===== src/rtl/spi_temp_filter.sv =====
// spi_temp_filter: averages 2**AVG_LOG2 SPI temperature samples and outputs C or F (2 fractional bits).
// Define SPI_TEMP_ROUND_EN for round-half-up averaging and F conversion instead of floor.
module spi_temp_filter #(
  parameter int DATA_W   = 10,
  parameter int SPI_MSB  = 14,
  parameter int AVG_LOG2 = 2,
  parameter int INT_W    = 7
) (
  input  logic               i_clk,
  input  logic               i_resetn,
  input  logic               i_use_f,
  input  logic               i_spi_valid,
  input  logic [15:0]        i_spi_data,
  output logic               o_ready,
  output logic               o_temp_valid,
  output logic [INT_W+1:0]   o_temp_data,
  output logic               o_sat
);
`ifdef SPI_TEMP_ROUND_EN
  localparam int R = 1;
`else
  localparam int R = 0;
`endif
  localparam int AW   = DATA_W + AVG_LOG2;
  localparam int CW   = AVG_LOG2 + 1;
  localparam int N    = DATA_W + 4;
  localparam int OW   = INT_W + 2;
  localparam int DCW  = $clog2(N);
  localparam int HALF = R * ((1 << AVG_LOG2) >> 1);
  typedef enum logic [1:0] {ACC, AVG, DIV, OUT} state_t;
  state_t state, next;
  logic [AW-1:0] acc;
  logic [AW+R-1:0] sum;
  logic [CW-1:0] cnt;
  logic [DATA_W-1:0] q, q_n;
  logic [N-1:0] div, dvd;
  logic [2:0] rem, rem_n;
  logic [3:0] t;
  logic [DCW-1:0] dcnt;
  logic [N:0] res;
  logic f, take, last, ge, sat;
  logic unused_bits;
  assign unused_bits = ^i_spi_data;
  always_comb begin
    take  = i_spi_valid & o_ready;
    last  = cnt == CW'((1 << AVG_LOG2) - 1);
    sum   = (AW+R)'(acc) + (AW+R)'(HALF);
    q_n   = DATA_W'(sum >> AVG_LOG2);
    dvd   = (N'(q_n) << 3) + N'(q_n) + N'(2 * R);
    t     = {rem, div[N-1]};
    ge    = t >= 4'd5;
    rem_n = ge ? 3'(t - 4'd5) : t[2:0];
    res   = f ? (N+1)'(div) + (N+1)'(128) : (N+1)'(q);
    sat   = res > (N+1)'((1 << OW) - 1);
    next  = state;
    case (state)
      ACC: next = take && last ? AVG : ACC;
      AVG: next = i_use_f ? DIV : OUT;
      DIV: next = dcnt == DCW'(N - 1) ? OUT : DIV;
      OUT: next = ACC;
      default: next = ACC;
    endcase
  end
  always_ff @(posedge i_clk)
    state <= !i_resetn ? ACC : next;
  always_ff @(posedge i_clk) begin
    if (!i_resetn) begin
      acc          <= '0;
      cnt          <= '0;
      q            <= '0;
      f            <= 1'b0;
      div          <= '0;
      rem          <= '0;
      dcnt         <= '0;
      o_ready      <= 1'b0;
      o_temp_valid <= 1'b0;
      o_temp_data  <= '0;
      o_sat        <= 1'b0;
    end else begin
      o_ready      <= next == ACC;
      o_temp_valid <= state == OUT;
      if (state == ACC && take) begin
        acc <= acc + AW'(i_spi_data[SPI_MSB -: DATA_W]);
        cnt <= last ? '0 : cnt + 1'b1;
      end
      if (state == AVG) begin
        q    <= q_n;
        f    <= i_use_f;
        div  <= dvd;
        rem  <= '0;
        dcnt <= '0;
        acc  <= '0;
      end
      if (state == DIV) begin
        div  <= {div[N-2:0], ge};
        rem  <= rem_n;
        dcnt <= dcnt + 1'b1;
      end
      if (state == OUT) begin
        o_temp_data <= sat ? '1 : OW'(res);
        o_sat       <= sat;
      end
    end
  end
endmodule

===== config.mk =====
export PLATFORM = sky130hd
export DESIGN_NAME = spi_temp_filter
export DESIGN_NICKNAME = d
export VERILOG_FILES = /design/src/rtl/spi_temp_filter.sv
export SDC_FILE = /design/constraint.sdc
export NUM_CORES = 1
export LEC_CHECK = 0
export ABC_AREA = 1
export CORE_ASPECT_RATIO = 1.2
export CORE_MARGIN = 2
export CORE_UTILIZATION = 30
export CTS_CLUSTER_DIAMETER = 150
export DETAILED_ROUTE_END_ITERATION = 7
export PLACE_DENSITY = 0.53
export SYNTH_ARGS = -nofsm -noshare
export SYNTH_HDL_FRONTEND = slang
export SYNTH_SLANG_ARGS = --single-unit

===== constraint.sdc =====
create_clock -name i_clk -period 2.35 [get_ports i_clk]
set_clock_uncertainty 0.1 [all_clocks]
set_input_delay 0.235 -clock i_clk [delete_from_list [all_inputs] [get_ports i_clk]]
set_output_delay 0.235 -clock i_clk [all_outputs]
set_load 0.005 [all_outputs]

==> impl_metrics.env, run 1 <==
export IMPL_status="completed"
export IMPL_ys_seq_elements=61
export IMPL_maxSlewHeadroom=0.725
export IMPL_placed_area_um2=4070
export IMPL_worstSetupStartpointType="flop"
export IMPL_dp_hpwl_um=6940
export IMPL_ios=32
export IMPL_htreeDepth=3
export IMPL_p_int_mw=2.38
export IMPL_fin_area_um2=4380
export IMPL_crit_arrival_ps=2030
export IMPL_cts_hold_buf=0
export IMPL_syn_to_final_growth_pct=20.8
export IMPL_grt_busiest_layer="met2"
export IMPL_portBuffers=25
export IMPL_crit_path_end_kind="flop"
export IMPL_cts_repair_resized=0
export IMPL_path_clk_slew_ps=60
export IMPL_coreArea_um2=11900
export IMPL_period_share=0.806
export IMPL_grt_pass1_wl_um=15200
export IMPL_antenna_found_initial=0
export IMPL_synth_edff_count=0
export IMPL_wirelength_um=9040
export IMPL_synth_sequential_area_ratio=0.337
export IMPL_ys_warn_count=0
export IMPL_drc=0
export IMPL_drtPass1Iterations=4
export IMPL_ant_nets=0
export IMPL_setup_viol=0
export IMPL_grtUsageTotal=0.147
export IMPL_nFillCells=1299
export IMPL_report_final_hold_viol_count=0
export IMPL_die_x_um=104
export IMPL_synth_top_cell_area_share=0.337
export IMPL_cts_max_path_buffers=2
export IMPL_met1_usage=0.173
export IMPL_async_flop_share=0
export IMPL_wl_per_cell_um=12.3
export IMPL_hold_path_class="reg2reg"
export IMPL_grt_met2_usage=0.264
export IMPL_fin_setup_tns_ps=0
export IMPL_synth_top_cell_by_area="dfxtp_1"
export IMPL_swShare=0.346
export IMPL_p_comb_frac=0.279
export IMPL_seqCellArea_um2=1220
export IMPL_p_leak_nw=2.07
export IMPL_insertedDiodeCount=0
export IMPL_synthFlopType="dfxtp_1"
export IMPL_syn_avg_cell_area_um2=6.74
export IMPL_critical_path_max_fanout=7
export IMPL_seq_power_share=0.347
export IMPL_rsz0062_at_grt="false"
export IMPL_routed_via_count=3346
export IMPL_switchingPower_mw=1.26
export IMPL_clock_fmax_ghz=0.528
export IMPL_vias_per_cell=4.55
export IMPL_drive_above_1_share=0.0575
export IMPL_cap_violations=0
export IMPL_synth_fp_nets=588
export IMPL_fin_nets=619
export IMPL_synth_area_um2=3630
export IMPL_grt_overflow=0
export IMPL_gp_congestion=0.877
export IMPL_clockPowerShare=0.374
export IMPL_cts_root_buf="clkbuf_16"
export IMPL_tightest_slew_ps=410
export IMPL_grt_pass1_vias=3229
export IMPL_ys_top_cells_by_area="dfxtp_1 34%, nand2_1 13%, inv_1 9.8%, ha_1 9.7%, nand3_1 5.8%"
export IMPL_ys_types=35
export IMPL_numCtsBuffers=9
export IMPL_dieArea_um2=13000
export IMPL_powerDensity_nw_per_um2=831
export IMPL_start_util=0.304
export IMPL_cts_setup_buffers=0
export IMPL_multi_input_area_um2=1960
export IMPL_cp_required_ps=2480
export IMPL_irDropWorstVdd_mv=0.336
export IMPL_netlist_instances=538
export IMPL_cts_tree="done"
export IMPL_die_height_um=124
export IMPL_met3_usage=0.0256
export IMPL_hold_ws_ps=353
export IMPL_period_needed_ps=1890
export IMPL_finalMaxSlewViolations=0
export IMPL_std_cell_rows=44
export IMPL_drt_iter0_markers=139
export IMPL_cts_sinks=61
export IMPL_path_class="reg2reg"
export IMPL_grt_max_degree=24
export IMPL_clk_latency_ps=330
## layer usage
metal  wire length, µm  up-vias
met3               240       13
met5                 0        -
li1                  -     1786
met2              4450       41
met4               171        0
met1              4180     1506
## power groups by stage
stage	clock [mW]	sequential [mW]	combinational, mW
floorplan	0	1.24	0.758
global placement	0	1.29	1.00
detailed placement	0	1.29	1.02
CTS	1.39	1.27	1.02
global route	1.44	1.28	1.17
finish	1.36	1.26	1.01
## logic make-up (layout without fill, tap and decap cells)
group	after synthesis	count (layout)	share of synthesized area
compound gates	100	100	0.158
xor+xnor	4	4	0.00966
fa+ha+maj	30	30	0.108
buf+inv	112	148	0.122
flops	61	61	0.337
mux	1	1	0.00276
simple gates	230	230	0.263
## through the flow
step | cells | setup WS [ps] | util | power, mW
4_1_cts | 735 | 439 | 0.367 | 3.68
3_3_place_gp | 719 | 268 | 0.341 | 2.29
3_5_place_dp | 719 | 294 | 0.341 | 2.31
6_report | 735 | 456 | 0.367 | 3.64
5_1_grt | 735 | 309 | 0.367 | 3.88
2_1_floorplan | 538 | 712 | - | 2.00
## critical path, stage by stage (launching register included)
cell	delay [ps]
dfxtp_1	360
inv_1	90
ha_1	330
inv_2	90
or2_1	320
buf_4	220
nor2_2	30
nand3_1	80
nand3_1	80
nand2_1	60
inv_1	30
## cells in the final DEF (no fill, tap or decap), types with 2 or more instances in the layout
cell type          n
inv_2              2
o221ai_1           2
inv_1             95
xor2_1             2
a21oi_1           35
nand2_1          126
a21o_1             3
clkdlybuf4s50_1   25
nand3_1           42
clkbuf_16          9
dfxtp_1           61
o21ai_1            3
o21a_1             4
xnor2_1            2
a211oi_1           2
nand3b_1           2
inv_6              3
nand4_1            3
o22ai_1           10
fa_1               2
nor3_1             2
a31oi_1            2
nor2_4             2
nor2_1            51
buf_4             10
o21ai_0           32
o32ai_1            2
ha_1              28
## area by class of cell
cell class,count,share of cell area
clock buffer,10,0.0545
clock inverter,6,0.0157
inverter,97,0.0831
multi-input combinational,365,0.448
sequential,61,0.279
tap,161,0.0460
timing repair buffer,35,0.0742
## worst paths after layout
path | cells after the start | slack, ps | from | endpoint
hold / removal | 2 | 350 | cnt[2] | cnt[2]
hold reg to reg | 2 | 350 | cnt[2] | cnt[2]
setup / recovery | 10 | 460 | state[0] | div[12]
setup reg to reg | 10 | 460 | state[0] | div[12]
## cell usage after synthesis (2+ instances only)
| library cell | number |
|---|---|
| xnor2_1 | 2 |
| nand4_1 | 3 |
| a21o_1 | 3 |
| o21a_1 | 4 |
| o21ai_1 | 3 |
| nand3b_1 | 2 |
| inv_1 | 95 |
| o32ai_1 | 2 |
| ha_1 | 28 |
| fa_1 | 2 |
| inv_2 | 2 |
| nor2_1 | 51 |
| nor2_4 | 2 |
| a21oi_1 | 35 |
| nand3_1 | 42 |
| a211oi_1 | 2 |
| o221ai_1 | 2 |
| xor2_1 | 2 |
| a31oi_1 | 2 |
| o22ai_1 | 10 |
| buf_6 | 2 |
| nor3_1 | 2 |
| buf_2 | 7 |
| dfxtp_1 | 61 |
| clkbuf_1 | 6 |
| nand2_1 | 126 |
| o21ai_0 | 32 |
## sequential cells by signal (all words and copies together), names as in the netlist
name / flops
acc: 12
cnt: 3
dcnt: 4
div: 14
f: 1
o_ready: 1
o_sat: 1
o_temp_data: 9
o_temp_valid: 1
q: 10
rem: 3
state: 2
Note: power is estimated with default switching activity, not from simulation.
==> run 2: changes to the inputs <==
Settings changed: PLACE_DENSITY 0.53 to 0.55.
Clock period 2.35 ns to 1.6 ns, I/O delays scaled along.
==> impl_metrics.env, run 2 (synthesis gave the netlist of run 1 again) <==
export IMPL_maxSlewHeadroom=0.711
export IMPL_fin_cells=780
export IMPL_dp_cells=761
export IMPL_wirelength_um=9880
export IMPL_die_x_um=104
export IMPL_drive_above_1_share=0.255
export IMPL_nFillCells=1245
export IMPL_period_share=1.02
export IMPL_critical_path_max_fanout=5
export IMPL_numCtsBuffers=9
export IMPL_final_common_cell="nand2_1"
export IMPL_insertedDiodeCount=0
export IMPL_grt_pass1_wl_um=16500
export IMPL_cap_violations=0
export IMPL_violations="setup timing"
export IMPL_crit_arrival_ps=1790
export IMPL_path_clk_slew_ps=50
export IMPL_clock_fmax_ghz=0.613
export IMPL_dieArea_um2=13000
export IMPL_die_height_um=124
export IMPL_portBuffers=25
export IMPL_syn_to_final_growth_pct=41.8
export IMPL_final_cell_mix="107 x nand2_1, 91 x inv_1, 49 x dfxtp_1"
export IMPL_start_util=0.304
export IMPL_grt_max_degree=24
export IMPL_vias_per_cell=4.67
export IMPL_fin_setup_tns_ps=-32.4
export IMPL_hold_path_class="reg2reg"
export IMPL_tightest_slew_ps=430
export IMPL_drt_iter0_markers=173
export IMPL_drtPass1Iterations=4
export IMPL_dp_hpwl_um=7360
export IMPL_routed_via_count=3645
export IMPL_report_final_hold_viol_count=0
export IMPL_wl_per_cell_um=12.7
export IMPL_irDropWorstVdd_mv=0.750
export IMPL_grtUsageTotal=0.156
export IMPL_setup_slack_ps=-32.4
export IMPL_antenna_found_initial=0
export IMPL_regMostFlops="div"
export IMPL_htreeDepth=3
export IMPL_grt_pass1_vias=3603
export IMPL_setup_viol=1
export IMPL_finalMaxSlewViolations=0
export IMPL_coreArea_um2=11900
export IMPL_cts_root_buf="clkbuf_16"
export IMPL_cts_tree="done"
export IMPL_crit_path_end_kind="flop"
export IMPL_period_needed_ps=1630
export IMPL_cts_hold_buf=0
export IMPL_drc=0
export IMPL_worstSetupStartpointType="flop"
export IMPL_p_leak_nw=2.33
export IMPL_powerDensity_nw_per_um2=1160
export IMPL_clk_latency_ps=320
export IMPL_std_cell_rows=44
export IMPL_status="finished with violations"
export IMPL_rsz0062_at_grt="true"
export IMPL_gp_congestion=0.868
export IMPL_ios=32
export IMPL_path_class="reg2reg"
export IMPL_largest_register_ffs=14
export IMPL_cts_sinks=61
export IMPL_grt_overflow=0
export IMPL_pre_cts_ws_ps=-306
export IMPL_cts_max_path_buffers=2
export IMPL_fin_nets=664
export IMPL_hold_ws_ps=349
export IMPL_cp_required_ps=1750
export IMPL_ant_nets=0
export IMPL_reg_top3="div: 14 flops, acc: 12 flops, q: 10 flops"
-- run 2: metrics by stage --
stage / util / cell area, µm² / total power [mW]
floorplan: - / 3640 / 2.94
global placement: 0.371 / 4440 / 3.73
global route: 0.431 / 5140 / 6.35
CTS: 0.402 / 4810 / 5.66
finish: 0.431 / 5140 / 5.95
detailed placement: 0.371 / 4440 / 3.76
-- run 2: critical path, stage by stage (launching register included) --
cell     delay (ps)
dfxtp_4         380
ha_4            170
fa_2            350
nand3_2          90
nand2_4          70
nand2_2          70
nand2_2          50
nand2_1          80
nand3_2          60
a21oi_1         130
-- run 2: path summary, 6_finish.rpt --
kind | start | endpoint | slack [ps] | cells past startpoint
min reg2reg | cnt[2] | cnt[2] | 350 | 2
min | cnt[2] | cnt[2] | 350 | 2
max reg2reg | acc[5] | div[11] | -30 | 9
max | acc[5] | div[11] | -30 | 9
-- run 2: area by class of cell --
type	count	area, µm²	share of cell area
well taps	161	201	0.0392
clock inverters	4	22.5	0.00438
clock buffers	12	256	0.0499
repair buffers	79	696	0.135
multi-input cells	366	2350	0.456
flip-flops and latches	61	1250	0.243
inverters	97	369	0.0717
-- run 2: per-layer routing --
metal,routed length (µm),vias to the layer above,part of all wire,GRT usage
li1,-,1891,-,-
met1,4430,1697,0.45,0.179
met2,5100,50,0.52,0.287
met3,239,7,0.024,0.0319
met4,107,0,0.011,0.0445
met5,0,-,0,0
-- run 2: power breakdown --
group / internal, mW / total [mW] / switching [mW]
logic: 1.06 / 2.25 / 1.19
clock network: 1.12 / 1.79 / 0.671
registers: 1.71 / 1.90 / 0.192
total: 3.90 / 5.95 / 2.05
-- run 2: repair_timing --
action	4_1_cts	5_1_grt
gates resized for setup	27	70
endpoints found under the setup margin	25	22
cloned	0	1
setup buffers	0	3
pin swaps	3	20
